## src/rtl/lighthouse_pulse_decoder.sv

```systemverilog
// Lighthouse pulse decoder: classifies TS4231 envelope pulses as sync/sweep/error and times sweeps.
// Latency: strobes appear 1 cycle after the first inactive synchronized sample (3 cycles after e_in returns idle).
// Backpressure: none; strobes are single-cycle and held fields stay valid until the next event of their kind.
module lighthouse_pulse_decoder #(
  parameter int CLK_FREQ_HZ    = 48_000_000,
  parameter bit ENV_ACTIVE_LOW = 1'b1
) (
  input  logic        clock,
  input  logic        reset,
  input  logic        enable,
  input  logic        e_in,
  output logic        sync_valid,
  output logic        sync_skip,
  output logic        sync_data,
  output logic        sync_axis,
  output logic        sweep_valid,
  output logic        sweep_axis,
  output logic [19:0] sweep_time,
  output logic        pulse_error,
  output logic [15:0] pulse_width,
  output logic        armed
);

  localparam int T_BASE    = CLK_FREQ_HZ / 16000;
  localparam int T_STEP    = CLK_FREQ_HZ / 96000;
  localparam int SWEEP_MAX = CLK_FREQ_HZ / 50000;
  localparam int TIMEOUT   = CLK_FREQ_HZ / 120;
  // Sync code k occupies [SYNC_LO + k*T_STEP, SYNC_LO + (k+1)*T_STEP).
  localparam int SYNC_LO   = T_BASE - T_STEP / 2;
  localparam int SYNC_HI   = SYNC_LO + 8 * T_STEP;

  typedef enum logic [1:0] {DISABLED, WAIT_IDLE, IDLE, PULSE} state_t;

  state_t      state, state_nxt;
  logic        e_meta, e_sync, active;
  logic [15:0] width;
  logic [19:0] cnt;
  logic [19:0] rise_stamp;
  logic        start_pulse, classify;
  logic        is_sweep, is_sync;
  logic [2:0]  code;
  int          width_int, cnt_int;

  assign active    = ENV_ACTIVE_LOW ? ~e_sync : e_sync;
  assign width_int = {16'd0, width};
  assign cnt_int   = {12'd0, cnt};

  // Two-flop synchronizer for the asynchronous envelope input.
  always_ff @(posedge clock or posedge reset) begin
    if (reset) begin
      e_meta <= 1'b0;
      e_sync <= 1'b0;
    end else begin
      e_meta <= e_in;
      e_sync <= e_meta;
    end
  end

  // State register.
  always_ff @(posedge clock or posedge reset) begin
    if (reset) state <= DISABLED;
    else       state <= state_nxt;
  end

  // Next state; also flags the pulse start and the classifying sample.
  always_comb begin
    state_nxt   = state;
    start_pulse = 1'b0;
    classify    = 1'b0;
    if (!enable) begin
      state_nxt = DISABLED;
    end else begin
      case (state)
        DISABLED:  state_nxt = WAIT_IDLE;
        WAIT_IDLE: if (!active) state_nxt = IDLE;
        IDLE: begin
          if (active) begin
            state_nxt   = PULSE;
            start_pulse = 1'b1;
          end
        end
        PULSE: begin
          if (!active) begin
            state_nxt = IDLE;
            classify  = 1'b1;
          end
        end
        default: state_nxt = DISABLED;
      endcase
    end
  end

  // Width classification; a saturated width never lands in the sync window.
  always_comb begin
    code     = 3'd0;
    is_sweep = (width_int <= SWEEP_MAX);
    is_sync  = (width_int >= SYNC_LO) && (width_int < SYNC_HI) && (width != 16'hFFFF);
    for (int k = 1; k < 8; k++) begin
      if (width_int >= SYNC_LO + k * T_STEP) code = 3'(k);
    end
  end

  // Width/armed counters, held result fields and single-cycle strobes.
  always_ff @(posedge clock or posedge reset) begin
    if (reset) begin
      width       <= '0;
      cnt         <= '0;
      rise_stamp  <= '0;
      armed       <= 1'b0;
      sync_valid  <= 1'b0;
      sync_skip   <= 1'b0;
      sync_data   <= 1'b0;
      sync_axis   <= 1'b0;
      sweep_valid <= 1'b0;
      sweep_axis  <= 1'b0;
      sweep_time  <= '0;
      pulse_error <= 1'b0;
      pulse_width <= '0;
    end else begin
      sync_valid  <= 1'b0;
      sweep_valid <= 1'b0;
      pulse_error <= 1'b0;
      if (!enable) begin
        width      <= '0;
        cnt        <= '0;
        rise_stamp <= '0;
        armed      <= 1'b0;
      end else begin
        if (armed) begin
          cnt <= cnt + 20'd1;
          if (cnt_int + 1 >= TIMEOUT) armed <= 1'b0;
        end
        if (start_pulse) begin
          width      <= 16'd1;
          rise_stamp <= cnt;
        end else if (state == PULSE && active && width != 16'hFFFF) begin
          width <= width + 16'd1;
        end
        if (classify) begin
          pulse_width <= width;
          if (is_sweep) begin
            // Sweeps outside a measurement window are silently dropped.
            if (armed) begin
              sweep_valid <= 1'b1;
              sweep_time  <= rise_stamp;
              armed       <= 1'b0;
            end
          end else if (is_sync) begin
            sync_valid <= 1'b1;
            {sync_skip, sync_data, sync_axis} <= code;
            if (!code[2]) begin
              // The pulse began width+1 clocks before the cycle this value is first seen.
              cnt        <= {4'd0, width} + 20'd1;
              armed      <= 1'b1;
              sweep_axis <= code[0];
            end
          end else begin
            pulse_error <= 1'b1;
          end
        end
      end
    end
  end

endmodule

```

## config.mk

```make
export PLATFORM = sky130hd
export DESIGN_NAME = lighthouse_pulse_decoder
export DESIGN_NICKNAME = d
export VERILOG_FILES = /design/src/rtl/lighthouse_pulse_decoder.sv
export SDC_FILE = /design/constraint.sdc
export NUM_CORES = 1
export LEC_CHECK = 0
export CELL_PAD_IN_SITES_DETAIL_PLACEMENT = 1
export CELL_PAD_IN_SITES_GLOBAL_PLACEMENT = 1
export CORE_MARGIN = 5
export CORE_UTILIZATION = 41
export DETAILED_ROUTE_END_ITERATION = 12
export PLACE_DENSITY = 0.72
export SYNTH_ARGS = -nofsm -noshare
export SYNTH_HDL_FRONTEND = slang
export SYNTH_SLANG_ARGS = --single-unit
```

## constraint.sdc

```tcl
create_clock -name clock -period 3.45 [get_ports clock]
set_clock_uncertainty 0.05 [all_clocks]
set_input_delay 0.69 -clock clock [delete_from_list [all_inputs] [get_ports clock]]
set_output_delay 0.69 -clock clock [all_outputs]
set_load 0.05 [all_outputs]
```

==> insert_results.sql, run 1 <==
INSERT INTO impl_metrics (metric_group, metric, value, unit) VALUES
('place', 'dp_cells', '717', ''),
('logic_synthesis', 'synth_compound_gate_area_share', '17.3', '%'),
('worst_setup_path', 'crit_top_cell', 'sky130_fd_sc_hd__a21oi_1', ''),
('cts', 'cts.reportedPaths.clkPinSlew', '0.07', 'ns'),
('worst_setup_path', 'critPathMaxStageDelay', '0.77', 'ns'),
('job', 'max_cap_violations', '0', ''),
('detailed_routing', 'number_of_drc_markers_after_the_initial_detailed_route_iteration', '185', ''),
('cts', 'post_cts.resized_instances', '0', ''),
('worst_setup_path', 'start_kind', 'register', ''),
('detailed_routing', 'detail_route.first_pass.iterations', '5', ''),
('logic_synthesis', 'synth-adder-area-share', '0.696', '%'),
('die', 'number_of_cell_rows', '42', ''),
('finish', 'layout.cells.non_filler', '733', ''),
('finish', 'final_layout_size_suffix_gt1_share', '17.6', '%'),
('timing', 'setup_repair_after_global_routing_missed_its_margin', 'no', ''),
('global_routing', 'first_global_vias', '4556', ''),
('die', 'io_pins', '48', ''),
('cts', 'clk_tree_root_cell', 'sky130_fd_sc_hd__clkbuf_16', ''),
('hold_path', 'hold_class', 'register to register', ''),
('finish', 'diodes', '0', ''),
('detailed_routing', 'drt_wl_total', '14600', 'microns'),
('place', 'placement.cell_area', '0.00607', 'sq mm'),
('place', 'hpwl', '10700', 'microns'),
('die', 'fp.dieArea', '0.0156', 'sq mm'),
('logic_synthesis', 'synth.ff_latch_count', '104', ''),
('logic_synthesis', 'portion_of_netlist_area_occupied_by_mux_cells', '7.68', '%'),
('finish', 'utilization', '48.7', '%'),
('logic_synthesis', 'synth-async-reset-ratio', '100', '%'),
('cts', 'cts_htree_levels', '3', ''),
('worst_setup_path', 'crit_path_top_delay_cell', 'sky130_fd_sc_hd__a21oi_1', ''),
('place', 'placement.setup.worst_slack', '0.467', 'ns'),
('cts', 'clock_path_buffers', '2', ''),
('detailed_routing', 'routed-via-count', '4253', ''),
('pwr', 'static-leakage-power', '2.75', 'nW'),
('timing', 'fin_crit', '3.00', 'ns'),
('cts', 'cts_tree', 'yes', ''),
('die', 'starting_density_of_the_core', '41.2', '%'),
('worst_setup_path', 'crit_type', 'register to register', ''),
('finish', 'final_area', '0.00638', 'sq mm'),
('logic_synthesis', 'synth.lib_cells_used.distinct', '71', ''),
('timing', 'maxSlewHeadroom', '33.5', '%'),
('worst_setup_path', 'ff2ff_path_depth', '7', ''),
('timing', 'final.setup.tns', '0', 'ns'),
('logic_synthesis', 'syn_avg_cell_area', '10.4', 'sq um'),
('cts', 'hold_buffer_count_at_cts', '0', ''),
('timing', 'worst_slack', '0.454', 'ns'),
('timing', 'number_of_endpoints_with_negative_hold_slack_in_the_final_report', '0', ''),
('timing', 'final.hold.worst_slack', '0.301', 'ns'),
('status', 'run_status', 'finished, final reports clean', ''),
('timing', 'worst_slew_pin_slew', '0.998', 'ns'),
('timing', 'clock.fmax', '334', 'MHz'),
('logic_synthesis', 'synth.cell_area', '0.00539', 'sq mm'),
('global_routing', 'initial_antenna_violation_count', '0', ''),
('worst_setup_path', 'worst-path-max-fanout', '23', ''),
('die', 'dieWidth', '125', 'microns'),
('logic_synthesis', 'yosys_warnings', '0', ''),
('finish', 'n_fill_cell', '1424', ''),
('cts', 'tritoncts_num_sinks', '104', ''),
('place', 'port-buffer-count', '47', ''),
('pwr', 'power', '2.38', 'mW'),
('detailed_routing', 'remaining_drc_errors', '0', ''),
('hold_path', 'min_delay_worst_endpoint', 'e_sync$_DFF_PP0_', ''),
('logic_synthesis', 'synth-edff-count', '0', ''),
('worst_setup_path', 'end_kind', 'register', ''),
('pwr', 'cell_area_power_density', '374', 'mW/mm^2'),
('logic_synthesis', 'dominantRegCellSynth', 'sky130_fd_sc_hd__dfrtp_1', ''),
('logic_synthesis', 'combinational_family_with_the_most_area_after_synthesis', 'compound AO/OA/AOI/OAI gates', ''),
('die', 'floorplan.die.height', '125', 'microns'),
('timing', 'layout_worst_path_cycle_share', '86.8', '%'),
('die', 'fp.coreArea', '0.0131', 'sq mm'),
('global_routing', 'global_route.overflow_total', '0', '');
cell usage in the layout, fill, tap and decap left out, drive strengths merged, types with 14 or more instances in the layout:
| master | count |
|---|---|
| a211oi | 16 |
| clkdlybuf4s50 | 47 |
| dfrtp | 104 |
| nor3 | 19 |
| o21ai | 26 |
| mux2 | 35 |
| buf | 21 |
| nor2 | 36 |
| nand2 | 34 |
| nand4 | 15 |
| nand3 | 14 |
| xor2 | 15 |
| xnor2 | 16 |
| a22o | 22 |
synth_stat cells (15+ instances only):
library cell / number / share of area, %
sky130_fd_sc_hd__o21ai_0: 23 / 2.1
sky130_fd_sc_hd__mux2_2: 35 / 7.3
sky130_fd_sc_hd__nor3_1: 19 / 1.8
sky130_fd_sc_hd__dfrtp_1: 104 / 48
sky130_fd_sc_hd__clkbuf_1: 22 / 1.5
sky130_fd_sc_hd__a22o_1: 22 / 3.6
sky130_fd_sc_hd__xor2_1: 15 / 2.4
sky130_fd_sc_hd__xnor2_1: 16 / 2.6
sky130_fd_sc_hd__nand2_1: 34 / 2.4
sky130_fd_sc_hd__buf_2: 16 / 1.5
sky130_fd_sc_hd__nor2_1: 36 / 2.5
how the worst max path moves through the flow:
| stage | start | endpoint |
|---|---|---|
| final | width[1]$_DFFE_PP0P_ | sweep_axis$_DFFE_PP0P_ |
| after global routing | width[1]$_DFFE_PP0P_ | sweep_axis$_DFFE_PP0P_ |
| after CTS | width[1]$_DFFE_PP0P_ | sweep_axis$_DFFE_PP0P_ |
| after detailed placement | enable | sweep_axis$_DFFE_PP0P_ |
| after global placement | enable | sweep_axis$_DFFE_PP0P_ |
| after floorplan | width[1]$_DFFE_PP0P_ | cnt[14]$_DFF_PP0_ |
sequential cells by signal, summed over array words and instances, names as in the netlist, 2 cells and up:
register	cells
pulse_width	16
rise_stamp	20
sweep_time	20
cnt	20
width	16
state	2
metal layers:
metal	track usage, %	wire length (microns)	vias up
met2	33.4	7430	88
met4	7.87	392	0
li1	-	-	1966
met1	23.1	6370	2172
met5	0	0	-
met3	3.60	456	27
cell type report:
type                       instances  area [sq um]  area share (%)
timing repair buffer              68           641            10.0
clock inverter                     7          85.1            1.33
multi-input combinational        359          2560            40.2
tap                              176           220            3.45
clock buffer                       9           225            3.53
sequential                       104          2600            40.8
inverter                          10          41.3           0.647
worst max-delay path, delay by kind of cell (launching register included):
kind	cells	cell delay, ns
and+or+nand+nor	1	0.20
muxes	1	0.38
AOI/OAI and AO/OA	4	1.32
DFF	1	0.62
buffers and inverters	1	0.30
kinds of logic (layout without fill, tap and decap cells):
logic type | Yosys count | count (layout)
and+or+nand+nor | 168 | 168
AOI/OAI and AO/OA | 120 | 120
DFF | 104 | 104
buffers and inverters | 54 | 94
muxes | 37 | 37
xor gates and xnor gates | 31 | 31
adders and majority gates | 3 | 3
report_power, final:
| group | internal (mW) | leakage [nW] | switching, mW |
|---|---|---|---|
| clock network | 0.580 | 0.152 | 0.503 |
| registers | 1.22 | 1.45 | 0.00586 |
| logic | 0.0183 | 1.15 | 0.0546 |
| total | 1.82 | 2.75 | 0.564 |
(Power assumes the default switching activity.)
==> run 2: changes to the inputs <==
--- a/constraint.sdc
+++ b/constraint.sdc
@@ -4,2 +4,2 @@
 set_output_delay 0.69 -clock clock [all_outputs]
-set_load 0.05 [all_outputs]
+set_load 0.1 [all_outputs]
==> insert_results.sql, run 2 (same netlist as run 1, synthesis figures left out) <==
INSERT INTO impl_metrics (metric_group, metric, value, unit) VALUES
('pwr', 'worst_ir_drop_vdd', '182', 'uV'),
('worst_setup_path', 'largest_delay_share_family_worst_path', 'simple AND/OR/NAND/NOR gates', ''),
('place', 'port-buffer-count', '47', ''),
('finish', 'final_layout_size_suffix_gt1_share', '24.7', '%'),
('worst_setup_path', 'worst-path-buf-inv', '1', ''),
('die', 'number_of_cell_rows', '42', ''),
('global_routing', 'globalRouteTotalUtil', '19.0', '%'),
('die', 'starting_density_of_the_core', '41.2', '%'),
('global_routing', 'top_usage_layer', 'met2', ''),
('finish', 'diodes', '0', ''),
('detailed_routing', 'detail_routed_via_count_per_cell', '5.80', ''),
('pwr', 'cell_area_power_density', '377', 'mW/mm^2'),
('global_routing', 'first_global_vias', '4547', ''),
('timing', 'setup_viol', '0', ''),
('timing', 'final.setup.tns', '0', 'ns'),
('global_routing', 'gr-usage-met3', '3.09', '%'),
('timing', 'worst_slew_pin_slew', '0.994', 'ns'),
('place', 'gpl.final_weighted_congestion', '0.881', ''),
('cts', 'cts_buffer_count', '9', ''),
('cts', 'cts.reportedPaths.clkPinSlew', '0.07', 'ns'),
('cts', 'tritoncts_num_sinks', '104', ''),
('cts', 'clk_latency', '0.35', 'ns'),
('place', 'hpwl', '10200', 'microns'),
('worst_setup_path', 'crit_path_top_delay_cell', 'sky130_fd_sc_hd__dfrtp_1', ''),
('cts', 'clk_tree_root_cell', 'sky130_fd_sc_hd__clkbuf_16', ''),
('worst_setup_path', 'crit_type', 'register to register', ''),
('timing', 'number_of_endpoints_with_negative_hold_slack_in_the_final_report', '0', ''),
('detailed_routing', 'routed-via-count', '4235', ''),
('die', 'io_pins', '48', ''),
('die', 'fp.coreArea', '0.0131', 'sq mm'),
('cts', 'cts_htree_levels', '3', ''),
('global_routing', 'global_route.overflow_total', '0', ''),
('worst_setup_path', 'worst-path-max-fanout', '15', ''),
('timing', 'fin_crit', '3.01', 'ns'),
('cts', 'clock_path_buffers', '2', ''),
('finish', 'final_nets', '556', ''),
('finish', 'n_fill_cell', '1427', ''),
('global_routing', 'grt_max_degree', '83', ''),
('cts', 'hold_buffer_count_at_cts', '0', ''),
('timing', 'layout_worst_path_cycle_share', '87.3', '%'),
('global_routing', 'routing_usage_on_met2', '32.5', '%'),
('die', 'dieWidth', '125', 'microns'),
('hold_path', 'hold_class', 'register to register', ''),
('global_routing', 'grt_use_met1', '23.8', '%'),
('timing', 'clock.fmax', '332', 'MHz'),
('finish', 'final_cell_mix', 'sky130_fd_sc_hd__dfrtp_1 (104), sky130_fd_sc_hd__buf_4 (59), sky130_fd_sc_hd__nor2_1 (36), sky130_fd_sc_hd__mux2_2 (35), sky130_fd_sc_hd__nand2_1 (34)', ''),
('detailed_routing', 'detail_route.first_pass.iterations', '4', ''),
('timing', 'setup_repair_after_global_routing_missed_its_margin', 'no', ''),
('timing', 'report.final.slew_viol_count', '0', ''),
('finish', 'top_regs', 'cnt x20, rise_stamp x20, sweep_time x20', ''),
('timing', 'maxSlewHeadroom', '33.8', '%'),
('die', 'floorplan.die.height', '125', 'microns'),
('timing', 'worst_slack', '0.439', 'ns'),
('cts', 'post_cts.resized_instances', '0', ''),
('global_routing', 'grt_pass1_wl', '24200', 'microns'),
('place', 'placement.setup.worst_slack', '0.470', 'ns'),
('die', 'fp.dieArea', '0.0156', 'sq mm'),
('worst_setup_path', 'cp.arrival', '3.19', 'ns'),
('worst_setup_path', 'start_kind', 'register', ''),
('worst_setup_path', 'cp_cell_sequence', 'ha_1 -> nand3_2 -> nor4_1 -> a311o_1 -> buf_4 -> nor2_1 -> o21ai_0 -> o21ai_0', ''),
('finish', 'layout-area-overhead-vs-synth', '15.8', '%'),
('worst_setup_path', 'end_kind', 'register', ''),
('worst_setup_path', 'critPathMaxStageDelay', '0.61', 'ns'),
('detailed_routing', 'remaining_drc_errors', '0', ''),
('cts', 'cts_setup_buffers', '0', ''),
('status', 'run_status', 'finished, final reports clean', ''),
('job', 'max_cap_violations', '0', ''),
('global_routing', 'initial_antenna_violation_count', '0', ''),
('pwr', 'static-leakage-power', '2.82', 'nW'),
('finish', 'mostFrequentLayoutCell', 'sky130_fd_sc_hd__dfrtp_1', ''),
('detailed_routing', 'number_of_drc_markers_after_the_initial_detailed_route_iteration', '181', ''),
('detailed_routing', 'drt_wl_total', '14100', 'microns'),
('worst_setup_path', 'required_time_of_the_critical_path', '3.63', 'ns'),
('detailed_routing', 'ant_nets', '0', ''),
('cts', 'cts_tree', 'yes', ''),
('worst_setup_path', 'crit_top_cell', 'sky130_fd_sc_hd__o21ai_0', ''),
('detailed_routing', 'routed_wire_length_per_instance', '19.3', 'microns');
-- run 2: final cells by class --
class                   count  area [sq um]  area share, %
clock buffers               9           225           3.61
clock inverters             7          78.8           1.26
inverters                  10          41.3          0.661
multi-input cells         359          2560           41.1
flip-flops and latches    104          2600           41.7
well taps                 176           220           3.53
repair buffers             65           513           8.21
-- run 2: through the flow --
| stage | std cells | power [mW] | cell area, sq um | utilization, % | hold slack, ns |
|---|---|---|---|---|---|
| finish | 730 | 2.35 | 6240 | 47.7 | 0.305 |
| global route | 730 | 2.45 | 6240 | 47.7 | 0.312 |
| CTS | 730 | 2.38 | 6240 | 47.7 | 0.311 |
| detailed placement | 714 | 1.33 | 5940 | 45.4 | 0.295 |
| global placement | 714 | 1.33 | 5940 | 45.4 | 0.290 |
| floorplan | 517 | 1.30 | 5400 | - | 0.281 |
-- run 2: final timing paths --
check | start | endpoint | slack [ns] | cells past startpoint
worst min register to register | e_meta$_DFF_PP0_ | e_sync$_DFF_PP0_ | 0.31 | 0
worst min-delay path | e_meta$_DFF_PP0_ | e_sync$_DFF_PP0_ | 0.31 | 0
worst max register to register | width[1]$_DFFE_PP0P_ | width[10]$_DFFE_PP0P_ | 0.44 | 8
min in group asynchronous | reset | pulse_width[5]$_DFFE_PP0P_ | 0.68 | 2
worst max-delay path | width[1]$_DFFE_PP0P_ | width[10]$_DFFE_PP0P_ | 0.44 | 8
max in group asynchronous | reset | cnt[2]$_DFF_PP0_ | 1.89 | 3
-- run 2: routing by layer --
layer	part of all wire, %	vias up
met5	0	-
met4	2.9	0
met3	3.6	27
met2	50	89
met1	43	2163
li1	-	1956
-- run 2: where the power goes --
group | internal, mW | switching [mW] | total [mW]
registers | 1.22 | 0.00589 | 1.23
clock network | 0.571 | 0.478 | 1.05
logic | 0.0171 | 0.0574 | 0.0745
total | 1.81 | 0.542 | 2.35
==> run 3: changes to the inputs <==
- clock period: 3.45 -> 2.6 ns (I/O delays scaled with it)
==> insert_results.sql, run 3 (same netlist as run 1, synthesis figures left out) <==
INSERT INTO impl_metrics (metric_group, metric, value, unit) VALUES
('status', 'run_status', 'finished, final reports clean', ''),
('timing', 'fin_crit', '2.42', 'ns'),
('detailed_routing', 'routed_wire_length_per_instance', '19.3', 'microns'),
('cts', 'cts.reportedPaths.clkPinSlew', '0.07', 'ns'),
('cts', 'cts_buffer_count', '9', ''),
('timing', 'worst_slack', '0.177', 'ns'),
('die', 'dieWidth', '125', 'microns'),
('detailed_routing', 'drt_wl_total', '14400', 'microns'),
('finish', 'final_nets', '577', ''),
('timing', 'clock.fmax', '413', 'MHz'),
('global_routing', 'grt_max_degree', '71', ''),
('worst_setup_path', 'start_kind', 'register', ''),
('pwr', 'worst_ir_drop_vdd', '296', 'uV'),
('die', 'floorplan.die.height', '125', 'microns'),
('finish', 'diodes', '0', ''),
('cts', 'tritoncts_num_sinks', '104', ''),
('timing', 'number_of_endpoints_with_negative_hold_slack_in_the_final_report', '0', ''),
('die', 'fp.coreArea', '0.0131', 'sq mm'),
('cts', 'clk_latency', '0.35', 'ns'),
('timing', 'layout_worst_path_cycle_share', '93.2', '%'),
('global_routing', 'initial_antenna_violation_count', '0', ''),
('global_routing', 'global_route.overflow_total', '0', ''),
('finish', 'final_cell_mix', 'sky130_fd_sc_hd__dfrtp_1 (104), sky130_fd_sc_hd__buf_4 (80), sky130_fd_sc_hd__nor2_1 (36), sky130_fd_sc_hd__mux2_2 (35), sky130_fd_sc_hd__nand2_1 (34)', ''),
('detailed_routing', 'detail_route.first_pass.iterations', '4', ''),
('finish', 'utilization', '48.8', '%'),
('cts', 'post_cts.resized_instances', '0', ''),
('finish', 'mostFrequentLayoutCell', 'sky130_fd_sc_hd__dfrtp_1', ''),
('timing', 'worst_slew_pin_slew', '0.518', 'ns'),
('finish', 'layout.cells.non_filler', '750', ''),
('die', 'io_pins', '48', ''),
('detailed_routing', 'routed-via-count', '4270', ''),
('cts', 'cts_setup_buffers', '0', ''),
('place', 'hpwl', '10700', 'microns'),
('place', 'placement.setup.worst_slack', '-0.0171', 'ns'),
('timing', 'final.setup.tns', '0', 'ns'),
('detailed_routing', 'detail_routed_via_count_per_cell', '5.69', ''),
('hold_path', 'hold_class', 'register to register', ''),
('place', 'gpl.final_weighted_congestion', '0.884', ''),
('place', 'placement.cell_area', '0.00612', 'sq mm'),
('timing', 'report.final.slew_viol_count', '0', ''),
('worst_setup_path', 'end_kind', 'register', ''),
('die', 'number_of_cell_rows', '42', ''),
('finish', 'final_layout_size_suffix_gt1_share', '27.5', '%'),
('job', 'max_cap_violations', '0', ''),
('pwr', 'cell_area_power_density', '471', 'mW/mm^2'),
('place', 'port-buffer-count', '47', ''),
('timing', 'setup_viol', '0', ''),
('timing', 'setup_repair_after_global_routing_missed_its_margin', 'no', ''),
('finish', 'n_fill_cell', '1413', ''),
('finish', 'top_regs', 'cnt x20, rise_stamp x20, sweep_time x20', ''),
('detailed_routing', 'remaining_drc_errors', '0', ''),
('finish', 'final_area', '0.00639', 'sq mm'),
('global_routing', 'globalRouteTotalUtil', '19.5', '%'),
('timing', 'final.hold.worst_slack', '0.303', 'ns'),
('worst_setup_path', 'required_time_of_the_critical_path', '2.77', 'ns'),
('cts', 'clk_tree_root_cell', 'sky130_fd_sc_hd__clkbuf_16', ''),
('global_routing', 'grt_pass1_wl', '24800', 'microns'),
('detailed_routing', 'ant_nets', '0', ''),
('global_routing', 'first_global_vias', '4666', ''),
('place', 'dp_cells', '735', ''),
('timing', 'maxSlewHeadroom', '65.2', '%'),
('detailed_routing', 'number_of_drc_markers_after_the_initial_detailed_route_iteration', '293', ''),
('cts', 'hold_buffer_count_at_cts', '0', ''),
('worst_setup_path', 'worst-path-max-fanout', '15', ''),
('worst_setup_path', 'crit_type', 'register to register', ''),
('cts', 'clock_path_buffers', '2', ''),
('pwr', 'static-leakage-power', '2.91', 'nW'),
('die', 'fp.dieArea', '0.0156', 'sq mm'),
('worst_setup_path', 'cp.arrival', '2.59', 'ns'),
('finish', 'layout-area-overhead-vs-synth', '18.5', '%'),
('cts', 'cts_htree_levels', '3', ''),
('pwr', 'power', '3.01', 'mW'),
('die', 'starting_density_of_the_core', '41.2', '%'),
('cts', 'cts_tree', 'yes', '');
run 3: cell types whose count changed in the layout (fill, tap and decap cells not counted), sizes merged:
cell,delta
buf,+23
clkinv,-3
clkbuf,+2
clkdlybuf4s50,-2
clkinvlp,+2
bufinv,-1
inv,-1
run 3: area by class of cell:
class	count	area [sq um]	share of cell area, %
repair buffers	86	691	10.8
multi-input cells	359	2560	40.1
clock inverters	4	28.8	0.450
well taps	176	220	3.45
flip-flops and latches	104	2600	40.7
inverters	10	41.3	0.646
clock buffers	11	243	3.80
run 3: final timing paths:
path,startpoint,endpoint,slack [ns],depth (start not counted)
min reg2reg,e_meta$_DFF_PP0_,e_sync$_DFF_PP0_,0.30,0
min in group asynchronous,reset,pulse_width[3]$_DFFE_PP0P_,0.56,3
max,width[4]$_DFFE_PP0P_,width[8]$_DFFE_PP0P_,0.18,9
max in group asynchronous,reset,sync_axis$_DFFE_PP0P_,1.55,3
max reg2reg,width[4]$_DFFE_PP0P_,width[8]$_DFFE_PP0P_,0.18,9
min,e_meta$_DFF_PP0_,e_sync$_DFF_PP0_,0.30,0
run 3: layer usage:
metal / track usage [%] / vias to the layer above / wire length [microns]
li1: - / 2003 / -
met1: 24.6 / 2156 / 6260
met2: 33.4 / 87 / 7400
met3: 3.47 / 24 / 444
met4: 7.22 / 0 / 333
met5: 0 / - / 0
run 3: worst max-delay path, cell delays in order, from the launching register on:
cell	delay (ns)
sky130_fd_sc_hd__dfrtp_1	0.37
sky130_fd_sc_hd__buf_4	0.24
sky130_fd_sc_hd__nand2_1	0.22
sky130_fd_sc_hd__nor4_1	0.40
sky130_fd_sc_hd__buf_4	0.19
sky130_fd_sc_hd__a311o_1	0.24
sky130_fd_sc_hd__buf_4	0.19
sky130_fd_sc_hd__nor2_1	0.06
sky130_fd_sc_hd__o21ai_0	0.18
sky130_fd_sc_hd__o21ai_0	0.13
run 3: where the power goes:
group	switching (mW)	total, mW	internal (mW)
clock	0.601	1.27	0.673
combinational	0.0798	0.107	0.0269
sequential	0.00570	1.63	1.62
